## config.mk

```make
export PLATFORM = sky130hd
export DESIGN_NAME = quadrature_encoder_emulator_flat
export DESIGN_NICKNAME = d
export VERILOG_FILES = /design/src/rtl/quadrature_encoder_emulator_if.sv /design/src/rtl/quadrature_encoder_emulator.sv /design/src/flat_wrapper.sv
export SDC_FILE = /design/constraint.sdc
export NUM_CORES = 1
export LEC_CHECK = 0
export CAP_MARGIN = 20
export CORE_MARGIN = 2
export CORE_UTILIZATION = 25
export DETAILED_ROUTE_END_ITERATION = 8
export GPL_TIMING_DRIVEN = 0
export PLACE_DENSITY_LB_ADDON = 0.1
export SKIP_LAST_GASP = 1
export SLEW_MARGIN = 20
export SYNTH_ARGS = -nofsm -noshare
export SYNTH_HDL_FRONTEND = slang
export SYNTH_SLANG_ARGS = --single-unit
```

## constraint.sdc

```tcl
create_clock -name clk -period 5.18 [get_ports clk]
set_clock_uncertainty 0.05 [all_clocks]
set_input_delay 0.518 -clock clk [delete_from_list [all_inputs] [get_ports clk]]
set_output_delay 0.518 -clock clk [all_outputs]
set_load 0.03 [all_outputs]
```

## src/rtl/quadrature_encoder_emulator_if.sv

```systemverilog
// ---------------------------------------------------------------------------
// quadrature_encoder_emulator_if
//
// Bundles the request strobes and quadrature/status outputs of the
// quadrature encoder emulator.
//
//   master modport (stimulus side): drives enable, stepCW, stepCCW;
//                                   observes encA, encB, busy, pending, overflow
//   slave modport  (emulator side): the reverse
//
// Parameter PENDING_W must match the emulator's PENDING_W.
// ---------------------------------------------------------------------------
interface quadrature_encoder_emulator_if #(
    parameter int PENDING_W = 4
);
    logic                        enable;
    logic                        stepCW;
    logic                        stepCCW;
    logic                        encA;
    logic                        encB;
    logic                        busy;
    logic signed [PENDING_W-1:0] pending;
    logic                        overflow;

    modport master (
        output enable, stepCW, stepCCW,
        input  encA, encB, busy, pending, overflow
    );

    modport slave (
        input  enable, stepCW, stepCCW,
        output encA, encB, busy, pending, overflow
    );
endinterface

```

## src/rtl/quadrature_encoder_emulator.sv

```systemverilog
// ---------------------------------------------------------------------------
// quadrature_encoder_emulator
//
// Emulates a detented rotary encoder. CW/CCW request strobes are queued in a
// signed saturating pending counter; each queued step is played out as one
// full 4-phase Gray cycle on active-low channels encA/encB (idle high), each
// phase held DWELL_CYCLES clocks.
//
// Ports:
//   clk    - system clock
//   reset  - asynchronous, active-high reset (outputs go idle immediately)
//   bus    - quadrature_encoder_emulator_if.slave:
//              enable   in  : accept requests and start steps
//              stepCW   in  : one-cycle strobe, queue one CW detent
//              stepCCW  in  : one-cycle strobe, queue one CCW detent
//              encA/encB out: quadrature channels, active-low, registered
//              busy     out : high while a step is playing
//              pending  out : signed queued steps (positive = CW)
//              overflow out : one-cycle pulse when a request is dropped
//
// Optional feature macro: QUAD_BOUNCE_EN
//   When defined, the channel that changes on entry to each phase bounces
//   BOUNCE_COUNT times (new level / old level, BOUNCE_CYCLES each) before
//   settling. When undefined, edges are clean and no bounce logic exists.
// ---------------------------------------------------------------------------
module quadrature_encoder_emulator #(
    parameter int DWELL_CYCLES  = 1000,
    parameter int PENDING_W     = 4,
    parameter int BOUNCE_COUNT  = 3,
    parameter int BOUNCE_CYCLES = 8
) (
    input  logic                          clk,
    input  logic                          reset,
    quadrature_encoder_emulator_if.slave  bus
);

    localparam int DW = (DWELL_CYCLES > 2) ? $clog2(DWELL_CYCLES) : 1;
    localparam logic [DW-1:0] DWELL_LOAD = DW'(DWELL_CYCLES - 1);

    // Pending arithmetic is done two bits wider so that the sum of request and
    // start consumption can be range-checked before it is committed.
    localparam int EW = PENDING_W + 2;
    localparam logic signed [EW-1:0] P_MAX = EW'(2 ** (PENDING_W - 1) - 1);
    localparam logic signed [EW-1:0] P_MIN = -P_MAX;
    localparam logic signed [EW-1:0] P_ONE = EW'(1);

`ifdef QUAD_BOUNCE_EN
    localparam bit CFG_OK = (DWELL_CYCLES >= 2) && (BOUNCE_CYCLES >= 1) &&
                            (BOUNCE_COUNT >= 0) &&
                            (2 * BOUNCE_COUNT * BOUNCE_CYCLES < DWELL_CYCLES);
`else
    // Bounce parameters are accepted so both builds share one parameter list.
    localparam bit CFG_OK = (DWELL_CYCLES >= 2) && (BOUNCE_COUNT >= 0) &&
                            (BOUNCE_CYCLES >= 0);
`endif

    generate
        if (!CFG_OK) begin : g_bad_cfg
            $error("quadrature_encoder_emulator: illegal parameter combination");
        end
    endgenerate

    typedef enum logic [2:0] {
        S_IDLE = 3'd0,
        S_PH1  = 3'd1,
        S_PH2  = 3'd2,
        S_PH3  = 3'd3,
        S_PH4  = 3'd4
    } state_t;

    state_t                       state_q, state_d;
    logic [DW-1:0]                dwell_q, dwell_d;
    logic                         dir_ccw_q, dir_ccw_d;
    logic signed [PENDING_W-1:0]  pending_q, pending_d;
    logic                         overflow_q, overflow_d;
    logic                         busy_q, busy_d;
    logic                         enc_a_q, enc_a_d;
    logic                         enc_b_q, enc_b_d;

    logic                         start;
    logic signed [EW-1:0]         pend_ext, req, cons, sum_all, sum_cons;
    logic                         a_lvl, b_lvl;

`ifdef QUAD_BOUNCE_EN
    localparam int TW = (BOUNCE_CYCLES > 1) ? $clog2(BOUNCE_CYCLES + 1) : 1;
    localparam int SW = $clog2(2 * BOUNCE_COUNT + 2);
    localparam logic [TW-1:0] TICK_LAST = TW'(BOUNCE_CYCLES - 1);
    localparam logic [SW-1:0] SEG_END   = SW'(2 * BOUNCE_COUNT);

    // tick counts cycles inside one bounce half-period; seg counts half-periods
    // since phase entry (even = new level, odd = old level).
    logic [TW-1:0] tick_q, tick_d;
    logic [SW-1:0] seg_q, seg_d;
    logic          bounce_flip;
    logic          changes_a;
`endif

    always_comb begin
        // ---------------- request queue ----------------
        pend_ext = {{2{pending_q[PENDING_W-1]}}, pending_q};
        start    = bus.enable && (state_q == S_IDLE) && (pending_q != '0);

        req = '0;
        if (bus.enable && bus.stepCW && !bus.stepCCW) begin
            req = P_ONE;
        end else if (bus.enable && bus.stepCCW && !bus.stepCW) begin
            req = -P_ONE;
        end

        // Starting a step moves pending one toward zero.
        cons = '0;
        if (start) begin
            cons = pending_q[PENDING_W-1] ? P_ONE : -P_ONE;
        end

        sum_all  = pend_ext + req + cons;
        sum_cons = pend_ext + cons;

        overflow_d = 1'b0;
        if ((sum_all > P_MAX) || (sum_all < P_MIN)) begin
            // Only the request is dropped; any start consumption still applies.
            pending_d  = sum_cons[PENDING_W-1:0];
            overflow_d = 1'b1;
        end else begin
            pending_d  = sum_all[PENDING_W-1:0];
        end

        // ---------------- phase sequencer ----------------
        state_d   = state_q;
        dwell_d   = dwell_q;
        dir_ccw_d = dir_ccw_q;

        case (state_q)
            S_IDLE: begin
                if (start) begin
                    state_d   = S_PH1;
                    dwell_d   = DWELL_LOAD;
                    dir_ccw_d = pending_q[PENDING_W-1];
                end
            end
            S_PH1, S_PH2, S_PH3, S_PH4: begin
                if (dwell_q == '0) begin
                    dwell_d = DWELL_LOAD;
                    case (state_q)
                        S_PH1:   state_d = S_PH2;
                        S_PH2:   state_d = S_PH3;
                        S_PH3:   state_d = S_PH4;
                        default: state_d = S_IDLE;
                    endcase
                end else begin
                    dwell_d = dwell_q - 1'b1;
                end
            end
            default: begin
                state_d = S_IDLE;
            end
        endcase

        // Logical levels for the phase being entered. CW: 10,11,01,00;
        // CCW: 01,11,10,00. Rest (PH4 and IDLE) is 00.
        a_lvl = 1'b0;
        b_lvl = 1'b0;
        case (state_d)
            S_PH1: begin
                a_lvl = !dir_ccw_d;
                b_lvl = dir_ccw_d;
            end
            S_PH2: begin
                a_lvl = 1'b1;
                b_lvl = 1'b1;
            end
            S_PH3: begin
                a_lvl = dir_ccw_d;
                b_lvl = !dir_ccw_d;
            end
            default: begin
                a_lvl = 1'b0;
                b_lvl = 1'b0;
            end
        endcase

`ifdef QUAD_BOUNCE_EN
        tick_d = tick_q;
        seg_d  = seg_q;
        if (state_d != state_q) begin
            tick_d = '0;
            seg_d  = '0;
        end else if (seg_q < SEG_END) begin
            if (tick_q == TICK_LAST) begin
                tick_d = '0;
                seg_d  = seg_q + 1'b1;
            end else begin
                tick_d = tick_q + 1'b1;
            end
        end

        // Exactly one channel changes per phase; flip it back to its old level
        // during the odd bounce segments.
        bounce_flip = (state_d != S_IDLE) && (seg_d < SEG_END) && seg_d[0];
        changes_a   = ((state_d == S_PH1) || (state_d == S_PH3)) ^ dir_ccw_d;
        a_lvl       = a_lvl ^ (bounce_flip & changes_a);
        b_lvl       = b_lvl ^ (bounce_flip & !changes_a);
`endif

        enc_a_d = !a_lvl;
        enc_b_d = !b_lvl;
        busy_d  = (state_d != S_IDLE);
    end

    always_ff @(posedge clk or posedge reset) begin
        if (reset) begin
            state_q    <= S_IDLE;
            dwell_q    <= '0;
            dir_ccw_q  <= 1'b0;
            pending_q  <= '0;
            overflow_q <= 1'b0;
            busy_q     <= 1'b0;
            enc_a_q    <= 1'b1;
            enc_b_q    <= 1'b1;
`ifdef QUAD_BOUNCE_EN
            tick_q     <= '0;
            seg_q      <= '0;
`endif
        end else begin
            state_q    <= state_d;
            dwell_q    <= dwell_d;
            dir_ccw_q  <= dir_ccw_d;
            pending_q  <= pending_d;
            overflow_q <= overflow_d;
            busy_q     <= busy_d;
            enc_a_q    <= enc_a_d;
            enc_b_q    <= enc_b_d;
`ifdef QUAD_BOUNCE_EN
            tick_q     <= tick_d;
            seg_q      <= seg_d;
`endif
        end
    end

    assign bus.encA     = enc_a_q;
    assign bus.encB     = enc_b_q;
    assign bus.busy     = busy_q;
    assign bus.pending  = pending_q;
    assign bus.overflow = overflow_q;

endmodule

```

## src/flat_wrapper.sv

```systemverilog
// flat-port wrapper written by rule: the top's interface ports become plain ports
module quadrature_encoder_emulator_flat 
#(
    parameter int DWELL_CYCLES  = 1000,
    parameter int PENDING_W     = 4,
    parameter int BOUNCE_COUNT  = 3,
    parameter int BOUNCE_CYCLES = 8
)
  (clk, reset, bus_enable, bus_stepCW, bus_stepCCW, bus_encA, bus_encB, bus_busy, bus_pending, bus_overflow);
  quadrature_encoder_emulator_if #(.PENDING_W(PENDING_W)) bus_i ();
  input  logic clk;
  input  logic reset;
  input wire logic [$bits(bus_i.enable)-1:0] bus_enable;
  input wire logic [$bits(bus_i.stepCW)-1:0] bus_stepCW;
  input wire logic [$bits(bus_i.stepCCW)-1:0] bus_stepCCW;
  output wire logic [$bits(bus_i.encA)-1:0] bus_encA;
  output wire logic [$bits(bus_i.encB)-1:0] bus_encB;
  output wire logic [$bits(bus_i.busy)-1:0] bus_busy;
  output wire logic [$bits(bus_i.pending)-1:0] bus_pending;
  output wire logic [$bits(bus_i.overflow)-1:0] bus_overflow;
  assign bus_i.enable = bus_enable;
  assign bus_i.stepCW = bus_stepCW;
  assign bus_i.stepCCW = bus_stepCCW;
  assign bus_encA = bus_i.encA;
  assign bus_encB = bus_i.encB;
  assign bus_busy = bus_i.busy;
  assign bus_pending = bus_i.pending;
  assign bus_overflow = bus_i.overflow;
  quadrature_encoder_emulator #(.DWELL_CYCLES(DWELL_CYCLES), .PENDING_W(PENDING_W), .BOUNCE_COUNT(BOUNCE_COUNT), .BOUNCE_CYCLES(BOUNCE_CYCLES)) u_core (.clk(clk), .reset(reset), .bus(bus_i));
endmodule
```

==> results.txt, run 1 <==
- The worst-case IR drop observed on VDD is 0.2019 mV.
- Height of the die: 81.60 microns
* TritonCTS clock tree: yes
* Number of design rule violations left after detail routing: 0
- Of the total synthesized cell area, the portion taken by AND, OR, NAND and NOR gates is 0.1837.
- The biggest area contributor in the post-synthesis netlist is dfrtp_1.
- Total number of clock tree sinks: 22
* Critical Path Source: bus_enable
- The hold violation total from the final report came to 0.
- Measured against its own limit, the worst slew margin works out to 0.4193.
* RSZ-0062 raised after global routing: false
* Leading cell type by number of instances after synthesis: dfrtp_1
- The compound-cell area share of the yosys netlist came to 0.1446.
- Once placement completed, the tool counted placed cells totaling 236.
* Syn_area_per_cell: 10.10 sq um
- Hold-fix buffers, CTS: 0
- Core footprint: 0.005886 sq mm
* Count of buffers added by post-CTS timing repair for setup: 0
- Entering global routing, the biggest net connects 23 pins.
- The worst register-to-register path begins at u_core.bus.pending[3].
- The initial utilization of the core area, before any placement, comes to 0.2557.
* Total leakage power: 0.7626 nW
- Share of synthesized registers carrying an async set or reset: 1.000
- Clock-pin slew of the registers on the worst-case setup and hold paths: 0.09 ns
- Global-route wire length before repair: 5513 microns
- Routed vias/inst: 4.721
- Crit share post-route: 0.8244
- The cell area that synthesis handed to floorplanning was 0.001505 sq mm.
- Wires add up to 3084 microns.
- Master cell of the clock root buffer: clkbuf_8
- Most area-consuming cells after synthesis: dfrtp_1 (33%), fa_1 (8.0%), ha_1 (6.7%), dfstp_2 (3.5%), inv_1 (3.5%)
- Data on the critical path is required at its endpoint by 5.29 ns.
* Net total in the final layout: 185
- Number of setup violations in the final report: 0
* Non-filler cells in the finished layout: 240
* Data arrival, critical path: 4.38 ns
- The via count of the first global-routing pass is 1182.
* Total number of vias: 1133
- In this run the horizontal extent of the chip is 81.60 microns.
* Synth Register Bits: 22
* Buffer depth of the longest clock path: 2
- Based on the critical path, the design can be clocked at up to 234.2 MHz.
* Register-to-register path setup slack: 1.18 ns
* Share of the yosys chip area belonging to registers: 0.3674
* Run status: complete, no violations
* Setup Total Neg Slack: 0 ns
* Number of distinct standard cells referenced by the synthesized netlist: 52
- Counting flops with a built-in enable in the synthesized netlist gives 0.
- In this run the tool buffered the top-level ports with 12 buffer cells.
- The tool flagged a number of max-cap violations equal to 0.
* Count of antenna diodes in the layout: 0
- Routability-driven placement finished with a final weighted congestion of 0.7237.
- Clock latency at the later pin of the worst-skew pair: 0.27 ns
- Of the total synthesized cell area, the portion taken by XOR and XNOR cells is 0.06401.
- Number of warnings reported in the yosys synthesis log: 0
* Fraction of synthesized area in multiplexers: 0.02909
- Routed length per instance: 12.85 microns
- Std cell rows: 28
- The worst setup path is captured at a flop.
- Pin placement for this block handled 13 I/O pins.
- Number of max-slew violations in the final report: 0
- The count of nets left with antenna violations once routing finished came out at 0.
- The number of antenna violations at the first check in global routing is 0.
- Main combinational cell family by area after synthesis: simple AND/OR/NAND/NOR gates
- Adder-cell share of the synthesized area: 0.1538
* CTS buffer count: 3
- H-tree levels: 1
- Worst setup path class: in -> reg
- By count the netlist is led by dfrtp_1 (20), inv_1 (14), nor2_1 (12).
- For this block, the initial DRC count from the detailed router was 45.
* Area delta synth->final: 17.87%
- After layout, the design draws a total of 0.8486 mW.
* Dominant synthesized flop cell: dfrtp_1
- Startpoint of the most critical hold path: u_core.dwell_q[5]
- The first detailed-routing pass ran for 4 iterations.
- Overall die area: 0.006658 sq mm
* Kind of path behind the tightest hold check: reg -> reg
- Synthesis handed over a netlist of 149 instances.
- After global routing the overflow that remains totals 0.
- Transition time at the pin with the least slew margin: 0.8700 ns
- Ratio of cells with drive above 1 in the final layout: 0.1333
* Syn nets: 168
* Fraction of synthesized cell area taken by the top area cell type: 0.3325
- Summed over all nets, the half-perimeter wirelength after detailed placement is 2374 microns.
- Pwr dens: 478.3 mW/mm^2
* Largest fanout of any net on the critical path: 6
- Startpoint types: input pin
- Total Routing Usage GR: 0.1076
- The worst path needs 4.271 ns of the cycle, external delays included.
- Quantity of gates resized following cts: 0
worst paths after layout:
| check | end | depth (start not counted) |
|---|---|---|
| worst max-delay path | u_core.bus.pending[2] | 14 |
| worst min-delay path | u_core.dwell_q[5] | 2 |
| worst max register to register | u_core.bus.pending[2] | 13 |
| worst min register to register | u_core.dwell_q[5] | 2 |
| max in group asynchronous | u_core.dwell_q[9] | 2 |
| min in group asynchronous | u_core.state_q[2] | 2 |
metal layers:
layer	track usage	share of wire	up-vias
met5	0	0	-
met4	0.04167	0.013	0
met3	0.02088	0.026	4
met2	0.1836	0.48	14
met1	0.1338	0.48	559
li1	-	-	556
area by class of cell:
cell class | count | area (sq um)
Multi-Input combinational cell | 108 | 865.8
Clock buffer | 4 | 55.05
Sequential cell | 22 | 553.0
Buffer | 5 | 33.78
Inverter | 14 | 52.55
Timing Repair Buffer | 12 | 120.1
Fill cell | 626 | 4111
Tap cell | 75 | 93.84
sequential cells by signal, summed over array words and instances (netlist names):
signal and cells:
u_core.dir_ccw_q 1, u_core.dwell_q 10, u_core.state_q 3, u_core.bus.overflow 1, u_core.bus.encB 1, u_core.bus.encA 1, u_core.bus.busy 1, u_core.bus.pending 4
metrics by stage:
step / hold slack, ns / setup WS (ns) / util / area (sq um)
floorplan: 0.4235 / 1.382 / - / 1505
global placement: 0.4446 / 0.6618 / 0.2921 / 1719
detailed placement: 0.4520 / 0.6217 / 0.2921 / 1719
CTS: 0.4725 / 0.8997 / 0.3014 / 1774
global route: 0.5028 / 0.6851 / 0.3014 / 1774
finish: 0.4654 / 0.9094 / 0.3014 / 1774
cells by family (layout without fill, tap and decap cells):
group | count (synthesis) | count (layout)
DFF | 22 | 22
AOI/OAI and AO/OA | 31 | 31
adders and majority gates | 15 | 15
muxes | 4 | 4
buffers and inverters | 19 | 35
and+or+nand+nor | 47 | 47
xor gates and xnor gates | 11 | 11
worst max-delay path, stage by stage:
cell and delay [ns]:
clkdlybuf4s50_1 0.55, o41a_1 0.29, nand2_4 0.12, nor2_1 0.49, inv_1 0.13, fa_1 0.52
inv_1 0.04, ha_1 0.22, fa_1 0.41, a21oi_1 0.16, a21oi_1 0.10, a211o_1 0.22
mux2_2 0.33, mux2_2 0.28
cell usage in the layout, fill, tap and decap left out, types with 2 or more instances in the layout:
master	instances
nand3_1	3
o211ai_1	2
nor2b_1	2
clkbuf_8	4
dfrtp_1	20
nor4_1	2
mux2_2	3
a21oi_1	8
nor3_1	3
a21o_1	2
nand2_1	8
inv_1	14
xor2_1	6
clkdlybuf4s50_1	12
a31oi_1	3
o21ai_0	3
ha_1	8
buf_2	2
fa_1	6
nor3b_1	2
nor3_2	2
nor2_1	12
and2_1	2
xnor2_1	5
dfstp_2	2
report_power, final:
part / switching [mW] / internal [mW] / leakage, nW
logic: 0.216 / 0.197 / 0.489
clock network: 0.0581 / 0.0678 / 0.0288
registers: 0.0660 / 0.244 / 0.245
total: 0.340 / 0.509 / 0.763
No activity file was read; power rests on OpenSTA's default activity.
==> inputs of run 2 (changes only) <==
Clock period 5.18 ns to 3.8 ns, I/O delays scaled along.
==> run 2 against run 1 <==
Net effect:
- die area unchanged
- global-route usage unchanged
- utilization increased by 0.68 points
- clock power increased by 37%
- power increased by 37%
- register-to-register slack got worse by 0.96 ns
- flip-flop and latch count unchanged
- final cell count increased by 1.7%
- wire length increased by 0.49%
- first-iteration DRC count increased by 69%
- non-clock buffer count increased by 4
- largest cell class unchanged
==> results.txt, run 2 (same netlist as run 1, synthesis figures left out) <==
- Static timing analysis puts the maximum clock frequency at 279.0 MHz.
- Dividing total power by cell area gives a power density of 639.4 mW/mm^2.
* Number of global-route vias before repair: 1183
- Pin placement for this block handled 13 I/O pins.
- The later pin in the worst-skew pair is clocked with a latency of 0.27 ns.
* Global route total overflow: 0
- In the final layout, the share of cells above drive strength 1 is 0.1598.
* Crit path depth: 13
- Counting the fill cells in the layout gives 622.
* Master cell of the clock root buffer: clkbuf_8
- In this run the horizontal extent of the chip is 81.60 microns.
- Most used cells in the layout excluding fill and tap cells: dfrtp_1 (20), inv_1 (14), nor2_1 (11), clkdlybuf4s50_1 (11)
- Once placement finished, the instance area stood at 0.001719 sq mm.
* RSZ-0062 raised after global routing: false
- For this run, the detailed router's first-pass iteration total came to 4.
- Worst setup path class: reg -> reg
- Total number of clock tree sinks: 22
- TritonCTS created 3 clock buffers.
- The first global-routing pass estimated 5513 microns of wire.
- Data arrival, critical path: 3.69 ns
- Routed length per instance: 12.70 microns
* Peak VDD IR: 0.2820 mV
- Largest fanout of any net on the critical path: 7
* Power share of the sequential group: 0.367
- Total number of vias: 1139
- The run finished with clean final reports.
- Worst slew margin relative to its limit: 0.4189
- Clock-pin slew of the registers on the worst-case setup and hold paths: 0.09 ns
- After legalization and detailed placement, the total HPWL measured 2374 microns.
- From synthesis to final layout, the design area changed by 20.53%.
- Worst path cell trace: o41a_1 > nand2_4 > nor2_4 > inv_1 > fa_1 > inv_1 > ha_1 > fa_1 > a21oi_1 > a21oi_1 > a211o_1 > mux2_2 > mux2_2
* Switch share: 0.4010
* Combinational Power Share: 0.485
* CP endpoint kind: flop
- Number of setup violations in the final report: 0
* Hold-fix buffers, CTS: 0
- Power comes to 1.160 mW.
- Max-cap viol count: 0
- Share of total power in the clock network: 0.148
- Total Routing Usage GR: 0.1076
* Number of max-slew violations in the final report: 0
* Number of buffers inserted by port buffering: 12
- The number of placed instances, taps included, is 236.
* Initial antenna violation count: 0
- Routed vias/inst: 4.668
- Crit path required time: 3.91 ns
- Detailed router's first-iteration violation count: 76
- Power Internal: 0.6948 mW
- The hold violation total from the final report came to 0.
- TritonCTS built the clock tree.
- Crit path buf inv count: 2
- Path depth of the worst reg2reg path: 13
- Count of antenna diodes in the layout: 0
* Final WS setup: 0.2159 ns
- Transition time at the pin with the least slew margin: 0.8706 ns
- Global placer's final weighted congestion: 0.7237
- The net count of the finished layout is 189.
- Worst hold stages: 2
- Psw: 0.4652 mW
- H-tree levels: 1
- The register with the most flip-flops in the layout has 10 of them.
* Overall die area: 0.006658 sq mm
- Largest incremental delay on the critical path: 0.56 ns
* Buffer depth of the longest clock path: 2
- In the routed design, unresolved DRC markers number 0.
- Std cell rows: 28
* Core footprint: 0.005886 sq mm
- After the flow finishes, the layout carries non-filler instances totaling 244.
* Total leakage power: 0.7929 nW
- CP max stage cell: dfrtp_1
- Clock period minus worst slack: 3.584 ns
- Leaving out fill and tap cells, the most frequent cell in the layout is dfrtp_1.
- Height of the die: 81.60 microns
- Ranked by flip-flop count, first place goes to u_core.dwell_q.
* Kind of path behind the tightest hold check: reg -> reg
- Routed wire length: 3099 microns
- Entering global routing, the biggest net connects 23 pins.
- Worst path top cell family by delay: adder cells
- Crit share post-route: 0.9432
- Number of nets with antenna violations after routing: 0
* Startpoint types: flop
- OpenSTA, run right after detailed placement, puts the worst setup slack at -0.6203 ns.
- Final cell area excluding filler cells: 0.001814 sq mm
- The initial utilization of the core area, before any placement, comes to 0.2557.
run 2: metal layers:
metal / routed length [microns] / global-route usage
met1: 1500 / 0.1338
met5: 0 / 0
met4: 40 / 0.04167
met2: 1494 / 0.1836
met3: 63 / 0.02088
run 2: final timing paths:
| check | slack [ns] | start | endpoint |
|---|---|---|---|
| max in group asynchronous | 2.62 | reset | u_core.dwell_q[9] |
| min | 0.47 | u_core.dwell_q[5] | u_core.dwell_q[5] |
| min in group asynchronous | 0.54 | reset | u_core.state_q[2] |
| min reg2reg | 0.47 | u_core.dwell_q[5] | u_core.dwell_q[5] |
| max | 0.22 | u_core.bus.pending[3] | u_core.bus.pending[2] |
| max reg2reg | 0.22 | u_core.bus.pending[3] | u_core.bus.pending[2] |
run 2: what timing repair did:
action,CTS,global route
endpoints found under the setup margin,5,2
setup buffers,1,3
pin swaps,0,1
resized for setup,2,1
run 2: layout make-up:
class,count,area [sq um],share of cell area
multi-input combinational,108,873.3,0.4814
sequential,22,553.0,0.3048
timing repair buffer,16,152.6,0.08414
tap,75,93.84,0.05172
clock buffer,4,55.05,0.03034
inverter,14,52.55,0.02897
buffer,5,33.78,0.01862
run 2: power by group through the flow:
stage	logic [mW]	clock network [mW]	registers, mW
after floorplan	0.353	0	0.478
after global placement	0.557	0	0.428
after detailed placement	0.567	0	0.430
after CTS	0.571	0.181	0.428
after global routing	0.630	0.190	0.445
final	0.563	0.172	0.426
run 2: per-stage QoR:
step / util / hold slack (ns) / setup TNS [ns]
after floorplan: - / 0.3177 / 0
after global placement: 0.2921 / 0.4446 / -2.295
after detailed placement: 0.2921 / 0.4520 / -2.504
after CTS: 0.3040 / 0.4725 / 0
after global routing: 0.3082 / 0.5028 / 0
final: 0.3082 / 0.4654 / 0
run 2: tightest hold or removal path, stage by stage, from the launching register on:
cell,delay (ns)
dfrtp_1,0.36
xor2_1,0.07
nand2_1,0.06
